## src/rtl/updown_count_arbiter.sv

```systemverilog
// Round-robin owner of a WIDTH-bit up/down counter: grants one A/B run, steps q once per clock, then pulses done.
// Grant is combinational in IDLE; a run of N steps holds busy for N+1 cycles and refuses requests until back in IDLE.
module updown_count_arbiter #(
   parameter int WIDTH = 4,
   parameter int STEPW = 4
) (
   input  logic             clk,
   input  logic             rst_n,
   input  logic             req_a,
   input  logic             dir_a,
   input  logic [STEPW-1:0] steps_a,
   input  logic             req_b,
   input  logic             dir_b,
   input  logic [STEPW-1:0] steps_b,
   input  logic             sat_mode,
   input  logic             clr,
   output logic             gnt_a,
   output logic             gnt_b,
   output logic             busy,
   output logic             done,
   output logic             owner,
   output logic             sat_flag,
   output logic [WIDTH-1:0] q
);

   typedef enum logic [1:0] {
      S_IDLE = 2'd0,
      S_RUN  = 2'd1,
      S_DONE = 2'd2
   } state_t;

   localparam logic [WIDTH-1:0] CNT_MAX  = '1;
   localparam logic [WIDTH-1:0] CNT_ONE  = WIDTH'(1);
   localparam logic [STEPW-1:0] STEP_ONE = STEPW'(1);

   state_t           state_q;
   logic [WIDTH-1:0] count_q, count_d;
   logic [STEPW-1:0] rem_q;
   logic             dir_q;
   logic             owner_q;
   logic             sat_q;
   logic             last_b_q;
   logic             busy_q;
   logic             done_q;

   logic             in_idle;
   logic             sel_a, sel_b;
   logic             win_dir;
   logic [STEPW-1:0] win_steps;
   logic             at_rail;
   logic             blocked;

   // A tie goes to whoever was not served last; a lone request always wins.
   assign in_idle   = (state_q == S_IDLE);
   assign sel_a     = req_a & (~req_b | last_b_q);
   assign sel_b     = req_b & (~req_a | ~last_b_q);
   assign gnt_a     = in_idle & sel_a;
   assign gnt_b     = in_idle & sel_b;
   assign win_dir   = sel_b ? dir_b : dir_a;
   assign win_steps = sel_b ? steps_b : steps_a;

   assign at_rail = dir_q ? (count_q == CNT_MAX) : (count_q == '0);
   assign blocked = sat_mode & at_rail;

   always_comb begin
      count_d = count_q;
      if (in_idle && clr) begin
         count_d = '0;
      end else if (state_q == S_RUN && !blocked) begin
         count_d = dir_q ? (count_q + CNT_ONE) : (count_q - CNT_ONE);
      end
   end

   always_ff @(posedge clk or negedge rst_n) begin
      if (!rst_n) begin
         state_q  <= S_IDLE;
         count_q  <= '0;
         rem_q    <= '0;
         dir_q    <= 1'b0;
         owner_q  <= 1'b0;
         sat_q    <= 1'b0;
         last_b_q <= 1'b1;
         busy_q   <= 1'b0;
         done_q   <= 1'b0;
      end else begin
         count_q <= count_d;
         case (state_q)
            S_IDLE: begin
               if (gnt_a || gnt_b) begin
                  dir_q    <= win_dir;
                  rem_q    <= win_steps;
                  owner_q  <= gnt_b;
                  last_b_q <= gnt_b;
                  sat_q    <= 1'b0;
                  busy_q   <= 1'b1;
                  if (win_steps == '0) begin
                     state_q <= S_DONE;
                     done_q  <= 1'b1;
                  end else begin
                     state_q <= S_RUN;
                  end
               end
            end
            S_RUN: begin
               // A blocked step still consumes one unit of the run.
               if (blocked) begin
                  sat_q <= 1'b1;
               end
               rem_q <= rem_q - STEP_ONE;
               if (rem_q == STEP_ONE) begin
                  state_q <= S_DONE;
                  done_q  <= 1'b1;
               end
            end
            S_DONE: begin
               state_q <= S_IDLE;
               busy_q  <= 1'b0;
               done_q  <= 1'b0;
            end
            default: begin
               state_q <= S_IDLE;
               busy_q  <= 1'b0;
               done_q  <= 1'b0;
            end
         endcase
      end
   end

   assign busy     = busy_q;
   assign done     = done_q;
   assign owner    = owner_q;
   assign sat_flag = sat_q;
   assign q        = count_q;

endmodule

```

## config.mk

```make
export PLATFORM = sky130hd
export DESIGN_NAME = updown_count_arbiter
export DESIGN_NICKNAME = d
export VERILOG_FILES = /design/src/rtl/updown_count_arbiter.sv
export SDC_FILE = /design/constraint.sdc
export NUM_CORES = 1
export LEC_CHECK = 0
export ABC_AREA = 1
export CAP_MARGIN = 10
export CORE_UTILIZATION = 40
export CTS_CLUSTER_SIZE = 40
export DETAILED_ROUTE_END_ITERATION = 8
export GPL_ROUTABILITY_DRIVEN = 0
export GPL_TIMING_DRIVEN = 0
export PLACE_DENSITY = 0.77
export SLEW_MARGIN = 20
export SYNTH_ARGS = -nofsm -noshare
export SYNTH_HDL_FRONTEND = slang
export SYNTH_SLANG_ARGS = --single-unit
```

## constraint.sdc

```tcl
create_clock -name clk -period 3 [get_ports clk]
set_input_delay 0.6 -clock clk [delete_from_list [all_inputs] [get_ports clk]]
set_output_delay 0.6 -clock clk [all_outputs]
set_load 0.02 [all_outputs]
```

==> out/results.ini <==
[outcome]
status = finished clean

[cts]
clockBufferDepth = 2
numClockSinks = 16
postCtsResizedCells = 0
clock_latency_ps = 290
post_cts_buffers = 0
cts_tree = yes
root_buffer = clkbuf_4
htreeDepth = 1
cts-buffers-inserted = 3
clk_pin_slew_ps = 100
postCtsHoldBufs = 0

[die]
start_util_pct = 42.5
die_x_um = 53.3
row_count = 18
fp.dieH_um = 53.3
ioPinCount = 26
core_area_um2 = 2480
die_area_um2 = 2840

[logic_synthesis]
synth_top_area_cell = dfrtp_1
yosys-top-cells-area = dfrtp_1 36%, nand2_1 8.9%, nand3_1 8.6%, nand2_2 6.5%, ha_1 4.8%
yosysSeqAreaShare_pct = 38.1
synth.distinct_cells = 26
yosys_warnings = 0
avgSynthCellArea_um2 = 8.43
syn_inst = 125
yosysTopAreaCellShare_pct = 35.6
ys_ff_latch = 16
syn-num-nets = 146
netlist_area_um2 = 1050

[global_route]
use_met2_pct = 29.0
grt_pass1_vias = 834
gr-total-overflow = 0
grt-busiest-layer = met2
grt_max_degree = 17
antenna_found_initial = 0
use_met3_pct = 3.16
grt_use_met1_pct = 21.0
grt_usage_pct = 17.0
grt_pass1_wl_mm = 3.49

[worst_setup_path]
crit_end = gnt_b
reg2reg_slack_ps = 1560
rr_worst_depth = 7
rr_endpoint = q[3]
crit_fanout = 7
cp_cell_sequence = clkdlybuf4s50_1, nand2_4, nand3_2, inv_1, clkdlybuf4s50_1
critPathMaxStageDelay_ps = 590
crit_cells = 5
crit_path_end_kind = primary output
arrival_ps = 2020
cpMostUsedCell = clkdlybuf4s50_1
critPathRequiredTime_ps = 2400
crit_family = buffers and inverters
cp-startpoint = req_a
critical_path_class = input pin to primary output
r2r_start = dir_q
cpMaxStageDelayCell = clkdlybuf4s50_1
crit_buf_inv = 3
critPathLaunchType = input pin

[drt]
wirelength_mm = 2.00
drt-initial-drc-count = 6
wl_per_cell_um = 10.9
ant_nets = 0
vias = 914
drc_errors = 0
drt_first_pass_iters = 3
viasPerCell = 4.99

[pwr]
clkPwrFrac_pct = 9.6
sw_frac_of_total_pct = 46.9
p_int_uw = 792
powerDensity_nw_per_um2 = 1090
p_leak_nw = 0.653
p_seq_share_pct = 28.6
irDropWorstVdd_mv = 0.624
switching_power_uw = 700
p_comb_share_pct = 61.8

[timing]
fin_setup_tns_ps = 0
fmax_ghz = 0.382
maxSlewHeadroom_pct = 52.8
period_needed_ps = 2620
hold_violations = 0
finalCritPeriodShare_pct = 87.4
setup_viol_count_final = 0
fin_skew_ps = 11.6
worstMarginPinSlew_ps = 706
report.final.slew_viol_count = 0
rsz0062_at_grt = no
whs_ps = 484
worst_slack_ps = 379

[run]
cap_violations = 0

[final_layout]
final_util_pct = 55.2
layout_common_cells = 25 x nand2_1, 24 x clkdlybuf4s50_1, 18 x nand3_1
drive_above_1_share_pct = 22.9
fin_nets = 175
area_delta_synth_final_pct = 29.8
diodes = 0
postLayoutCellArea_um2 = 1370
final_common_cell = nand2_1

[placed_design]
portBuffers = 24
placed_area_um2 = 1330
dp_slack_ps = 387
dp_hpwl_mm = 1.62

[worst_hold_path]
hold_path_class = register to register

-- tightest hold or removal path, cell delays in order, from the launching register on --
cell,delay [ps]
dfrtp_1,360
nand2_1,50
nand2_1,50
-- worst min path at each step --
stage | start | endpoint | slack [ps] | cells past startpoint
after floorplan | rst_n | busy | 300 | 0
after global placement | owner | owner | 450 | 2
after detailed placement | owner | owner | 470 | 2
after CTS | owner | owner | 490 | 2
after global routing | done | done | 520 | 2
final | owner | owner | 480 | 2
-- routing by layer --
metal	part of all wire (%)	vias to the layer above
met5	0	-
met4	1.6	0
met3	4.8	5
met2	47	23
met1	47	418
li1	-	468
-- cells by family after synthesis --
family / synth area share, %
buf+inv: 6.18
compound gates: 10.9
xor+xnor: 1.66
flops: 38.1
fa+ha+maj: 6.65
simple gates: 36.5
-- area by class of cell --
type                    instances  area (um^2)
inverters                      14         57.6
well taps                      30         37.5
clock buffers                   4         36.3
multi-input cells              94          587
repair buffers                 24          240
plain buffers                   1         7.51
fillers                       249         1110
flip-flops and latches         16          402
-- cells in the mapped netlist --
cell / number
inv_2: 3
o211ai_2: 3
nor2_1: 7
ha_1: 4
xnor2_1: 2
a21oi_1: 1
nand4_1: 1
o21ai_0: 3
nand3b_1: 1
dfstp_2: 1
nand2_1: 25
o21ai_1: 5
fa_1: 1
nand3_1: 18
nand3_2: 2
buf_4: 1
inv_6: 1
a31oi_1: 1
nand2_2: 11
nor2_4: 1
inv_1: 10
o21ai_2: 3
nand2_8: 1
nand2_4: 3
nor2_2: 1
dfrtp_1: 15
-- sequential cells by signal, indices dropped and copies added, names as in the netlist --
name / flops
rem_q: 4
owner: 1
state_q: 2
sat_flag: 1
q: 4
busy: 1
last_b_q: 1
done: 1
dir_q: 1
-- metrics by stage --
stage / power (mW) / cells
after floorplan: 1.10 / 125
after global placement: 1.33 / 179
after detailed placement: 1.36 / 179
after CTS: 1.50 / 183
after global routing: 1.65 / 183
final: 1.49 / 183
-- power by group through the flow --
stage	Sequential, mW	Clock, mW	Combinational (mW)
floorplan	0.477	0	0.622
global placement	0.424	0	0.905
detailed placement	0.431	0	0.925
CTS	0.427	0.145	0.932
global route	0.444	0.156	1.04
finish	0.427	0.144	0.921
(Power assumes the default switching activity.)
==> variant: new RTL, config.mk and constraints unchanged <==
Register the input `sat_mode` before use. The logic sees it one clock later. The other inputs are not delayed to match.
--- a/src/rtl/updown_count_arbiter.sv
+++ b/src/rtl/updown_count_arbiter.sv
@@ -34,4 +34,10 @@
    localparam logic [STEPW-1:0] STEP_ONE = STEPW'(1);
 
+   logic sat_mode_q;
+
+   always_ff @(posedge clk) begin
+      sat_mode_q <= sat_mode;
+   end
+
    state_t           state_q;
    logic [WIDTH-1:0] count_q, count_d;
@@ -61,5 +67,5 @@
 
    assign at_rail = dir_q ? (count_q == CNT_MAX) : (count_q == '0);
-   assign blocked = sat_mode & at_rail;
+   assign blocked = sat_mode_q & at_rail;
 
    always_comb begin
Formal check against the unedited RTL: not equivalent (Yosys sat finds a counterexample within 4 cycles, from zero or initial values and one cycle with rst_n low).
==> variant against the unedited design <==
  * Register-to-register slack worse by 0.05 ns
  * Total power is 2.5% lower
  * Synthesized area is 2.6% lower
  * Final area is 2.9% lower
  * Utilization is 2.1 points higher
  * Clock power is 17% lower
  * Critical endpoint unchanged
  * Die area is 2.5% lower
  * Routed wire length is 5.0% higher
  * Largest power group unchanged
  * Count of clock-buffer cells in the layout stayed put
  * Sequential cell count is 1 higher
  * First-iteration DRC count is 120% higher
  * Critical path depth stayed put
  * Setup slack worse by 0.012 ns
==> variant: results (changes against the unedited design) <==
metric;value;unit;change
status;finished, final reports clean;;unchanged
setup_tns;0;ns;unchanged
Post-Synth Adder-Cell Area;6.83;%;was 6.65%
Clock Skew;0.00502;ns;was 0.0116 ns
first-pass detailed-route iteration total;4;;was 3
Synth Area in XOR/XNOR;1.71;%;was 1.66%
Fillers;221;;was 249
r2r endpoint;q[3]$_DFFE_PN0P_;;unchanged
relative slew slack;50.9;%;was 52.8%
internal power;769;uW;was 792 uW
HPWL after detailed placement;1670;um;was 1620 um
leak pwr;0.000656;uW;was 0.000653 uW
cts bufs inserted;3;;unchanged
Synth Net Count;150;;was 146
post-synthesis mux area share;0;%;unchanged
hold path startpoint;owner$_DFFE_PN0P_;;unchanged
Unique masters post-synth;28;;was 26
root buf cell;clkbuf_4;;unchanged
share of layout cells above drive strength 1;11.5;%;was 22.9%
Worst R2R Path Depth;7;;unchanged
R2R setup slack;1.51;ns;was 1.56 ns
Main synth FF type;dfrtp_1;;unchanged
Hold Path Class;reg2reg;;unchanged
initial antenna violation count;0;;unchanged
post-synthesis compound-gate area fraction;8.29;%;was 10.9%
global-route wire length before repair;3530;um;was 3490 um
clock-pin transition on the worst setup and hold timing paths;0.10;ns;about the same
Worst Path Max Fanout;7;;unchanged
post-CTS setup buffer count;0;;unchanged
Worst Hold End;owner$_DFFE_PN0P_;;unchanged
vias;930;;was 914
Starting DRT DRC Count;13;;was 6
nets@finish;179;;was 175
Port-buffer cells;24;;unchanged
top cells by count, synth;nand2_1, nand3_1, dfrtp_1;;unchanged
vias in the first global route;859;;was 834
Area contributors post-synth;dfrtp_1, nand2_1, nand3_1;;unchanged
gr usage total;17.5;%;was 17.0%
Worst R2R Start;dir_q$_DFFE_PN0P_;;unchanged
wire per inst;11.4;um;was 10.9 um
Cell Pwr Density;1100;nW/um^2;was 1090 nW/um^2
WHS Path Cells;2;;unchanged
largest net degree at the start of global routing;17;;unchanged
YS warnings;0;;unchanged
CTS max path bufs;2;;unchanged
Comb power;881;uW;was 921 uW
Clock power frac;8.3;%;was 9.6%
Post-synth ARST share;94.1;%;was 100%
H-tree Lvls;1;;unchanged
sequential-to-total area share from yosys stat;41.1;%;was 38.1%
Peak VDD IR;605;uV;was 624 uV
## variant: through the flow
step | hold slack [ns] | instances | instance area, um^2 | setup WS [ns]
global placement | 0.454 | 181 | 1300 | 0.378
global route | 0.536 | 185 | 1330 | 0.306
CTS | 0.487 | 185 | 1330 | 0.368
finish | 0.482 | 185 | 1330 | 0.367
floorplan | 0.304 | 129 | 1030 | 1.29
detailed placement | 0.462 | 181 | 1300 | 0.374
## variant: final cells by class
cell class / count / area, um^2 / share of cell area [%]
Buffer: 1 / 5.00 / 0.377
Multi-Input combinational cell: 96 / 541 / 40.7
Sequential cell: 17 / 422 / 31.8
Clock buffer: 4 / 26.3 / 1.98
Timing Repair Buffer: 24 / 240 / 18.1
Inverter: 15 / 58.8 / 4.43
Tap cell: 28 / 35.0 / 2.64
## variant: layer usage
| layer | vias up | track usage [%] | part of all wire, % |
|---|---|---|---|
| met5 | - | 0 | 0 |
| met2 | 25 | 31.0 | 49 |
| met4 | 0 | 8.33 | 0.57 |
| met3 | 2 | 3.48 | 4.1 |
| met1 | 422 | 19.8 | 47 |
| li1 | 481 | - | - |
## variant: worst max-delay path, cell delays in order
cell,delay (ns)
clkdlybuf4s50_1,0.45
nand2_2,0.16
nand3_2,0.15
inv_1,0.08
clkdlybuf4s50_1,0.59
## variant: worst max path at each step
stage / startpoint / endpoint / slack, ns / cells past startpoint
after floorplan: req_b / gnt_a / 1.29 / 4
final: req_a / gnt_b / 0.37 / 5
after global routing: req_a / gnt_b / 0.31 / 5
after detailed placement: req_a / gnt_b / 0.37 / 5
after global placement: req_a / gnt_b / 0.38 / 5
after CTS: req_a / gnt_b / 0.37 / 5
